$ cat config.mk
export PLATFORM = sky130hd
export DESIGN_NAME = fsk_mod_flat
export DESIGN_NICKNAME = d
export VERILOG_FILES = /design/src/rtl/rf_pkg.sv /design/src/rtl/fsk_mod_if.sv /design/src/rtl/sin_lut.sv /design/src/rtl/fsk_mod.sv /design/src/flat_wrapper.sv
export SDC_FILE = /design/constraint.sdc
export NUM_CORES = 1
export LEC_CHECK = 0
export BUFFER_PORTS_ARGS = -buffer_cell sky130_fd_sc_hd__buf_4
export CAP_MARGIN = 0
export CORE_ASPECT_RATIO = 1.1
export CORE_MARGIN = 3
export CORE_UTILIZATION = 55
export CTS_CLUSTER_DIAMETER = 200
export DETAILED_ROUTE_END_ITERATION = 7
export PLACE_DENSITY = 0.73
export REMOVE_ABC_BUFFERS = 1
export SLEW_MARGIN = 20
export SYNTH_ARGS = -nofsm -noshare
export SYNTH_HDL_FRONTEND = slang
export SYNTH_HIERARCHICAL = 1
export SYNTH_SLANG_ARGS = --single-unit
$ cat constraint.sdc
create_clock -name clk -period 4.58 [get_ports clk]
set_input_delay 0.916 -clock clk [delete_from_list [all_inputs] [get_ports clk]]
set_output_delay 0.916 -clock clk [all_outputs]
set_load 0.01 [all_outputs]
$ cat src/rtl/rf_pkg.sv
// rf_pkg: shared baseband widths, FSK states and quarter-wave sine table.
// Shared by fsk_mod and fm_demod so that both ends agree on the I/Q format.
package rf_pkg;

  localparam int SAMPLE_W = 8;
  localparam int AMP      = (1 << (SAMPLE_W - 1)) - 1;
  localparam int LUT_AW   = 6;
  localparam int LUT_N    = 1 << LUT_AW;
  localparam int PHASE_W  = 16;

  typedef logic signed [SAMPLE_W-1:0] sample_t;

  typedef enum logic {
    IDLE,
    SEND
  } fsk_state_t;

  // round(AMP * sin(k*pi/(2*LUT_N))), k = 0..LUT_N, for AMP=127, LUT_AW=6
  localparam logic [SAMPLE_W-2:0] SIN_TBL [0:LUT_N] = '{
    7'd0,   7'd3,   7'd6,   7'd9,   7'd12,  7'd16,  7'd19,  7'd22,
    7'd25,  7'd28,  7'd31,  7'd34,  7'd37,  7'd40,  7'd43,  7'd46,
    7'd49,  7'd51,  7'd54,  7'd57,  7'd60,  7'd63,  7'd65,  7'd68,
    7'd71,  7'd73,  7'd76,  7'd78,  7'd81,  7'd83,  7'd85,  7'd88,
    7'd90,  7'd92,  7'd94,  7'd96,  7'd98,  7'd100, 7'd102, 7'd104,
    7'd106, 7'd107, 7'd109, 7'd111, 7'd112, 7'd113, 7'd115, 7'd116,
    7'd117, 7'd118, 7'd120, 7'd121, 7'd122, 7'd122, 7'd123, 7'd124,
    7'd125, 7'd125, 7'd126, 7'd126, 7'd126, 7'd127, 7'd127, 7'd127,
    7'd127
  };

endpackage

$ cat src/rtl/fsk_mod_if.sv
// fsk_mod_if: bit handshake in (data_i/dvalid_i/ready_o) and I/Q samples out.
// master = bit source and sample sink, slave = the modulator.
interface fsk_mod_if;
  import rf_pkg::*;

  logic    data_i;
  logic    dvalid_i;
  logic    ready_o;
  logic    busy_o;
  sample_t I_o;
  sample_t Q_o;
  logic    dvalid_o;

  modport master (
    output data_i, dvalid_i,
    input  ready_o, busy_o, I_o, Q_o, dvalid_o
  );

  modport slave (
    input  data_i, dvalid_i,
    output ready_o, busy_o, I_o, Q_o, dvalid_o
  );

endinterface

$ cat src/rtl/sin_lut.sv
// sin_lut: two-stage registered sine lookup with quadrant mirroring.
// Ports: clk, rst_n, load (capture addr), addr (quad+index), emit (update y), y.
module sin_lut
  import rf_pkg::*;
(
  input  logic              clk,
  input  logic              rst_n,
  input  logic              load,
  input  logic [LUT_AW+1:0] addr,
  input  logic              emit,
  output sample_t           y
);

  logic [1:0]        quad;
  logic [LUT_AW-1:0] idx;
  logic [LUT_AW:0]   k;
  sample_t           mag;

  always_ff @(posedge clk or negedge rst_n) begin
    if (!rst_n) begin
      quad <= '0;
      idx  <= '0;
    end else if (load) begin
      quad <= addr[LUT_AW+1 -: 2];
      idx  <= addr[LUT_AW-1:0];
    end
  end

  // Odd quadrants read the table backwards; upper half-wave is negated.
  always_comb begin
    k = {1'b0, idx};
    if (quad[0]) k = (LUT_AW+1)'(LUT_N) - {1'b0, idx};
    mag = sample_t'({1'b0, SIN_TBL[k]});
  end

  always_ff @(posedge clk or negedge rst_n) begin
    if (!rst_n) y <= '0;
    else if (emit) y <= quad[1] ? -mag : mag;
  end

endmodule

$ cat src/rtl/fsk_mod.sv
// fsk_mod: continuous-phase binary FSK modulator, bits in, I/Q samples out.
// Ports: clk, nrst_i (async, active low), bus (fsk_mod_if.slave).
module fsk_mod
  import rf_pkg::*;
#(
  parameter int CLK_DIV = 16,
  parameter int SPB     = 8,
  parameter int DEV_INC = 2048
)(
  input logic      clk,
  input logic      nrst_i,
  fsk_mod_if.slave bus
);

  localparam int DW = $clog2(CLK_DIV);
  localparam int SW = $clog2(SPB + 1);
  localparam logic [PHASE_W-1:0] STEP = PHASE_W'(DEV_INC);

  fsk_state_t         state, state_n;
  logic [DW-1:0]      div_cnt;
  logic [SW-1:0]      smp_cnt, smp_n;
  logic [PHASE_W-1:0] phase, phase_n;
  logic               cur_bit, cur_n;
  logic               nxt_bit, nxt_bit_n;
  logic               nxt_valid, nxt_valid_n;
  logic               tick, last, accept, fire, v1;
  logic [LUT_AW+1:0]  addr_s, addr_c;

  assign tick   = div_cnt == DW'(CLK_DIV - 1);
  assign last   = smp_cnt == SW'(SPB - 1);
  assign accept = bus.dvalid_i & ~nxt_valid;

  assign bus.ready_o = ~nxt_valid;
  assign bus.busy_o  = state == SEND;

  always_ff @(posedge clk or negedge nrst_i) begin
    if (!nrst_i) div_cnt <= '0;
    else if (tick) div_cnt <= '0;
    else div_cnt <= div_cnt + 1'b1;
  end

  always_comb begin
    state_n     = state;
    smp_n       = smp_cnt;
    phase_n     = phase;
    cur_n       = cur_bit;
    nxt_bit_n   = nxt_bit;
    nxt_valid_n = nxt_valid;
    fire        = 1'b0;
    unique case (state)
      IDLE: begin
        if (accept) begin
          cur_n       = bus.data_i;
          nxt_valid_n = 1'b0;
          smp_n       = '0;
          state_n     = SEND;
        end
      end
      SEND: begin
        if (accept) begin
          nxt_bit_n   = bus.data_i;
          nxt_valid_n = 1'b1;
        end
        if (tick) begin
          fire    = 1'b1;
          phase_n = cur_bit ? phase + STEP : phase - STEP;
          smp_n   = smp_cnt + 1'b1;
          if (last) begin
            smp_n = '0;
            // Holding register first; else a bit offered right now
            // bypasses straight in so the stream has no gap.
            if (nxt_valid) begin
              cur_n       = nxt_bit;
              nxt_valid_n = 1'b0;
            end else if (accept) begin
              cur_n       = bus.data_i;
              nxt_valid_n = 1'b0;
            end else begin
              state_n = IDLE;
            end
          end
        end
      end
      default: state_n = IDLE;
    endcase
  end

  always_ff @(posedge clk or negedge nrst_i) begin
    if (!nrst_i) begin
      state     <= IDLE;
      smp_cnt   <= '0;
      phase     <= '0;
      cur_bit   <= 1'b0;
      nxt_bit   <= 1'b0;
      nxt_valid <= 1'b0;
    end else begin
      state     <= state_n;
      smp_cnt   <= smp_n;
      phase     <= phase_n;
      cur_bit   <= cur_n;
      nxt_bit   <= nxt_bit_n;
      nxt_valid <= nxt_valid_n;
    end
  end

  always_ff @(posedge clk or negedge nrst_i) begin
    if (!nrst_i) begin
      v1           <= 1'b0;
      bus.dvalid_o <= 1'b0;
    end else begin
      v1           <= fire;
      bus.dvalid_o <= v1;
    end
  end

  // cos(p) = sin(p + quarter turn): bump the quadrant field by one.
  assign addr_s = phase[PHASE_W-1 -: LUT_AW+2];
  assign addr_c = addr_s + (LUT_AW+2)'(LUT_N);

  sin_lut u_q (
    .clk   (clk),
    .rst_n (nrst_i),
    .load  (fire),
    .addr  (addr_s),
    .emit  (v1),
    .y     (bus.Q_o)
  );

  sin_lut u_i (
    .clk   (clk),
    .rst_n (nrst_i),
    .load  (fire),
    .addr  (addr_c),
    .emit  (v1),
    .y     (bus.I_o)
  );

endmodule
$ cat src/flat_wrapper.sv
// flat-port wrapper written by rule: the top's interface ports become plain ports
module fsk_mod_flat import rf_pkg::*;
#(
  parameter int CLK_DIV = 16,
  parameter int SPB     = 8,
  parameter int DEV_INC = 2048
)
  (clk, nrst_i, bus_data_i, bus_dvalid_i, bus_ready_o, bus_busy_o, bus_I_o, bus_Q_o, bus_dvalid_o);
  fsk_mod_if bus_i ();
  input logic clk;
  input logic nrst_i;
  input wire logic [$bits(bus_i.data_i)-1:0] bus_data_i;
  input wire logic [$bits(bus_i.dvalid_i)-1:0] bus_dvalid_i;
  output wire logic [$bits(bus_i.ready_o)-1:0] bus_ready_o;
  output wire logic [$bits(bus_i.busy_o)-1:0] bus_busy_o;
  output wire logic [$bits(bus_i.I_o)-1:0] bus_I_o;
  output wire logic [$bits(bus_i.Q_o)-1:0] bus_Q_o;
  output wire logic [$bits(bus_i.dvalid_o)-1:0] bus_dvalid_o;
  assign bus_i.data_i = bus_data_i;
  assign bus_i.dvalid_i = bus_dvalid_i;
  assign bus_ready_o = bus_i.ready_o;
  assign bus_busy_o = bus_i.busy_o;
  assign bus_I_o = bus_i.I_o;
  assign bus_Q_o = bus_i.Q_o;
  assign bus_dvalid_o = bus_i.dvalid_o;
  fsk_mod #(.CLK_DIV(CLK_DIV), .SPB(SPB), .DEV_INC(DEV_INC)) u_core (.clk(clk), .nrst_i(nrst_i), .bus(bus_i));
endmodule
# Word-level counts from Yosys, hierarchy flattened
# Memory sizes are Yosys's and may differ from the RTL's.
# Index checks and enable logic that the tools add are counted.
[totals] register_bits=62 romBits=1792 in_bits=4 output_inout_bits=19 word_cells=75 n_memories=2
[mem_list] name="(no name shown)" words=128 word_bits=7 read_ports=1 rd_clocked_by_memory_dff=0 wr=0 line="sin_lut.sv:33" text="mag = sample_t'({1'b0, SIN_TBL[k]});"
[mem_list] name="(no name shown)" words=128 word_bits=7 read_ports=1 rd_clocked_by_memory_dff=0 wr=0 line="sin_lut.sv:33"
[classes] add_sub_neg=9 order_cmp=2 eq_ne=5 n_mux=33 n_bitwise=5 reduce_logical=4
[op_table] operator="$mux W7" n=6
[op_table] operator="$add A16 B12 Y16 const B" n=1
[op_table] operator="$ge A8 B8 Y1 const B" n=2
[op_table] operator="$mux W1" n=16
[op_table] operator="$mux W16" n=1
[op_table] operator="$mux W4" n=4
[op_table] operator="$mux W8" n=2
[op_table] operator="$neg A7 Y8" n=2
[op_table] operator="$not A7 Y8" n=2
[op_table] operator="$sub A16 B12 Y16 const B" n=1
[op_table] operator="$sub A7 B6 Y7 const A" n=2
[op_table] operator="$add A4 B1 Y4 const B" n=2
[op_table] operator="$add A8 B7 Y8 const B" n=1
[op_table] operator="$pmux W4 S2" n=1
[op_table] operator="$reduce_and A2 Y1" n=4
[op_table] operator="$pmux W1 S2" n=3
[op_table] operator="$eq A4 B3 Y1 const B" n=1
[op_table] operator="$eq A4 B4 Y1 const B" n=1
[op_table] operator="$ne A2 B2 Y1 const B" n=2
[op_table] operator="$ne A2 B1 Y1 const B" n=1
[op_table] operator="$not A1 Y1" n=2
[op_table] operator="$and A1 B1 Y1" n=1

# Depth between registers and ports, before layout
[logic_depth] depth_word=8 depth_mapped=18 mapped_depth_nobuf=17

# Hierarchy
# The synthesis kept the hierarchy.
[by_module_without_submodules] module="sin_lut (u_core.u_q)" n_inst=1 cells_per_inst=246 area_per_inst_um2=1979.4 seq_area_each_um2=400.4
[by_module_without_submodules] module="sin_lut (u_core.u_i)" n_inst=1 cells_per_inst=212 area_per_inst_um2=1818.0 seq_area_each_um2=400.4
[by_module_without_submodules] module="fsk_mod" n_inst=1 cells_per_inst=86 area_per_inst_um2=933.4 seq_area_each_um2=475.5

# Least setup slack after synthesis
# Ideal clock, no wire load.
[synth_path] path_kind="register to register" from="reg u_core.u_q.idx[0]" to="reg u_core.u_q.y[6]" setup_ns=0.069 arrival_time_ns=3.812 t_required_ns=4.511 slack_ns=0.699 path_stages_with_launch=19 n_path_buf=1 period_less_slack_ns=3.881 cell_sequence="dfrtp_1 > buf_2 > inv_1 > ha_1 > nand2_1 > o21ai_1 > ha_1 > nor2_1 > mux2_2 > a21oi_1 > o22ai_1 > a2111oi_2 > nor2_1 > nor2_1 > ha_1 > inv_1 > or3_1 > or3_1 > nand3_1"
[synth_between] elab_chain_len=8
[synth_rtl] item="start: declaration" line="sin_lut.sv:15" text="logic [LUT_AW-1:0] idx;"
[synth_rtl] item="start signal: assignment" line="sin_lut.sv:25" text="idx <= addr[LUT_AW-1:0];"
[synth_rtl] item="$sub A7 B6 Y7" line="sin_lut.sv:32" text="if (quad[0]) k = (LUT_AW+1)'(LUT_N) - {1'b0, idx};"
[synth_rtl] item="$mux W7 (*)" line="sin_lut.sv:32"
[synth_rtl] item="$not A7 Y8 (not written as such) (*)" line="sin_lut.sv:33"
[synth_rtl] item="$mem_v2 Z128 W7 (*)"
[synth_rtl] item="$mux W7 (not written as such) (*) (2 in a row)" line="sin_lut.sv:33"
[synth_rtl] item="$neg A7 Y8" line="sin_lut.sv:38" text="else if (emit) y <= quad[1] ? -mag : mag;"
[synth_rtl] item="$mux W8 (*)" line="sin_lut.sv:38"
[synth_rtl] item="end signal: assignment" line="sin_lut.sv:38"
[synth_rtl] item="end: declaration" line="sin_lut.sv:11" text="output sample_t y"
# Every way passes the cells marked *; elsewhere a longest branch is shown, timed or not. The select of a mux whose other input is x is not followed.
# A chain may end at the register's enable or synchronous reset.

# Worst setup path after layout
[layout_path] from="reg u_core.u_q.idx[1]" to="reg u_core.u_q.y[6]"
# Same word-level chain as after synthesis.

==> impl_metrics.csv <==
group,metric,value,unit
sta,maxSlewHeadroom,31.0,%
flow_run,max_cap_viol_count,0,
synthesis,yosys-top-cells-area,"dfrtp_1 (27%), ha_1 (6.6%), mux2_2 (4.3%)",
cells_and_area,nets,581,
sta,fmax,242,MHz
power_and_ir_drop,p_comb_share,56.0,%
power_and_ir_drop,intPower,1.21,mW
synthesis,netlist.area_leader.share,27.0,%
power_and_ir_drop,clkPwrFrac,14.3,%
setup_path,crit_fanout,12,
route,viasPerCell,6.26,
route,vias,4124,
cts,cts_setup_buffers,0,
synthesis,yosysSeqAreaShare,27.0,%
cts,worst_skew_pair.late_latency,0.30,ns
sta,min_period,4.13,ns
sta,finalSetupViolCount,0,
placed_design,routabilityCongestion,0.932,
power_and_ir_drop,sequentialPowerShare,29.7,%
synthesis,yosysTopAreaCell,"dfrtp_1",
cts,h-tree-depth,2,
floorplan,die_h,103,µm
route,wirelength,10.8,mm
cts,cts_tree,"built",
sta,grt_setup_unrepaired,"false",
setup_path,startpoint,"u_core/u_q/idx[1]",
synthesis,synth.distinct_cells,86,
floorplan,initial_core_util,58.2,%
cts,cts.clk_slew.worst_paths,0.09,ns
sta,drv_slew,0,
setup_path,reg2reg_to,"u_core/u_q/y[6]",
grt,grt_pass1_wl,18.2,mm
setup_path,worstSetupPathType,"flop to flop",
sta,finalSetupTns,0,ns
cells_and_area,fin_cells,659,
cts,cts.sinks,51,
floorplan,die_x,94.4,µm
synthesis,synthArstFlopShare,100,%
route,drt_first_pass_iters,4,
placed_design,dp_hpwl,7.66,mm
setup_path,critPathArrivalTime,4.37,ns
placed_design,port_buffers,22,
sta,clock_skew,0.00524,ns
grt,grt_max_degree,52,
floorplan,io_pins,23,
setup_path,start_kind,"flop",
synthesis,syn_area_per_cell,8.70,µm²
synthesis,yosys_warnings,6,
power_and_ir_drop,leakage,1.99,nW
route,remaining_drc_errors,0,
min_path,min_path_type,"flop to flop",
power_and_ir_drop,peakVddDrop,0.163,mV
power_and_ir_drop,p_per_area,427,nW/µm²
floorplan,dieArea,9750,µm²
power_and_ir_drop,switching_share,43.2,%
cells_and_area,area_growth,5.90,%
cells_and_area,drive_above_1_share,17.2,%
sta,post-route-period-util,90.2,%
cts,clockBufferDepth,2,
setup_path,rr_worst_depth,17,
grt,grt_pass1_vias,3721,
route,antenna_left,0,
run_status,status,"finished, final reports clean",
synthesis,synthFlopType,"dfrtp_1",
synthesis,ys_ff_latch,51,
synthesis,synth_edf_count,0,
cts,cts-root-buf,"clkbuf_8",
cells_and_area,diodes,0,
cts,cts_buffers,5,
sta,worst_pin_slew,1.02,ns
route,detail_route.wl_per_cell,16.4,µm
sta,finalHoldViolCount,0,
route,drt_iter0_drc,341,
grt,overflow,0,
placed_design,dp.cells,652,
grt,antenna_found_initial,0,
synthesis,synth_cells,544,
floorplan,num_rows,34,
power_and_ir_drop,switchingPower,0.924,mW
grt,grtUsageTotal,22.9,%
setup_path,critical_path.endpoint_type,"flop",
synthesis,syn_area,4730,µm²
setup_path,rrSetupSlack,0.45,ns
setup_path,worstSetupEndpoint,"u_core/u_q/y[6]",
setup_path,worstReg2RegStart,"u_core/u_q/idx[1]",
setup_path,required,4.82,ns
floorplan,core_area,8130,µm²
-- cell usage after synthesis, drive strengths merged (8+ instances only) --
library cell  count
ha               25
nor2             39
a211oi           11
buf              28
nor3             13
o22ai             8
o211ai           13
nand2b            8
dfrtp            51
nor4              9
o21ai            43
clkbuf           10
mux2             18
o31ai             9
xor2              9
nand3            19
xnor2            16
nand2            52
inv              16
a21oi            25
-- metal layers --
metal	wire (µm)	vias to the layer above	GRT usage (%)
li1	-	2040	-
met1	5140	1969	32.5
met2	5070	108	37.0
met3	530	7	3.84
met4	59	0	4.67
met5	0	-	0
-- metrics by stage --
step                hold slack (ns)  total power, mW  worst slack (ns)  instance area [µm²]  utilization (%)
floorplan                     0.452             1.46             0.610                 4510                -
global placement              0.466             1.79             0.497                 4890             60.2
detailed placement            0.470             1.82             0.344                 4890             60.2
CTS                           0.493             2.13             0.316                 5000             61.5
global route                  0.526             2.31             0.185                 5010             61.7
finish                        0.489             2.14             0.448                 5010             61.7
-- layout make-up --
class | count | area [µm²]
Timing Repair Buffer | 33 | 248
Inverter | 19 | 72.6
Multi-Input combinational cell | 441 | 3170
Tap cell | 108 | 135
Clock buffer | 5 | 68.8
Sequential cell | 51 | 1280
Clock inverter | 2 | 37.5
Fill cell | 697 | 3120
-- flip-flops by register name, indices dropped and copies added (netlist names) --
signal               cells
u_core/div_cnt           4
u_core/cur_bit           1
u_core/u_i/quad          2
u_core/u_q/y             8
u_core/nxt_bit           1
u_core/bus.busy_o        1
u_core/bus.dvalid_o      1
u_core/u_q/idx           6
u_core/nxt_valid         1
u_core/v1                1
u_core/phase             5
u_core/smp_cnt           4
u_core/u_i/idx           6
u_core/u_i/y             8
u_core/u_q/quad          2
-- cell usage in the layout, fill, tap and decap left out, types with 5 or more instances in the layout --
cell type and n:
a211oi_1 8, a21oi_1 25, a22oi_1 6, a31oi_1 7
and3_1 6, buf_4 33, clkbuf_8 5, conb_1 6
dfrtp_1 51, ha_1 25, inv_1 15, mux2_2 18
nand2_1 52, nand2b_1 8, nand3_1 19, nor2_1 39
nor2b_1 6, nor3_1 13, nor4_1 8, o211ai_1 12
o21ai_0 38, o22ai_1 6, o311ai_0 7, o31ai_1 6
or4_1 5, xnor2_1 12, xor2_1 6
-- worst max-delay path, cell delays in order (launching register included) --
cell and delay, ns:
dfrtp_1 0.53, inv_1 0.17, ha_1 0.37, nand2_1 0.11
o21ai_2 0.22, ha_1 0.28, nor2_1 0.06, mux2_2 0.31
a21oi_1 0.13, o22ai_1 0.11, a2111oi_2 0.47, nor2_1 0.09
nor2_1 0.16, ha_1 0.17, inv_1 0.06, or3_1 0.38
or3_1 0.35, nand3_1 0.08
-- power groups by stage --
stage | combinational, mW | sequential (mW) | clock (mW)
4_1_cts | 1.18 | 0.635 | 0.318
2_1_floorplan | 0.788 | 0.675 | 0
5_1_grt | 1.32 | 0.652 | 0.334
6_report | 1.20 | 0.635 | 0.306
3_5_place_dp | 1.18 | 0.644 | 0
3_3_place_gp | 1.15 | 0.642 | 0
-- timing repair --
item,4_1_cts,5_1_grt
hold endpoints to repair,0,0
setup endpoints to repair,0,1
hold buffers,0,0
resized for setup,0,1
-- worst min path at each step --
stage / start / to / slack [ns] / cells past startpoint
2_1_floorplan: u_core/div_cnt[0] / u_core/div_cnt[0] / 0.45 / 1
3_3_place_gp: u_core/u_q/y[2] / u_core/u_q/y[2] / 0.47 / 2
3_5_place_dp: u_core/u_q/y[2] / u_core/u_q/y[2] / 0.47 / 2
4_1_cts: u_core/u_q/y[2] / u_core/u_q/y[2] / 0.49 / 2
5_1_grt: u_core/nxt_bit / u_core/nxt_bit / 0.53 / 1
6_report: u_core/u_q/y[2] / u_core/u_q/y[2] / 0.49 / 2
-- kinds of logic (layout without fill, tap and decap cells) --
logic type / count (synthesis) / count (layout) / share of synthesized area (%)
compound gates: 173 / 173 / 26.9
mux: 23 / 23 / 5.61
fa+ha+maj: 26 / 26 / 7.04
xor+xnor: 25 / 25 / 5.82
simple gates: 188 / 188 / 21.0
other cells: 1 / 6 / 0.0793
buf+inv: 57 / 59 / 6.61
flops: 51 / 51 / 27.0
(Power assumes the default switching activity.)
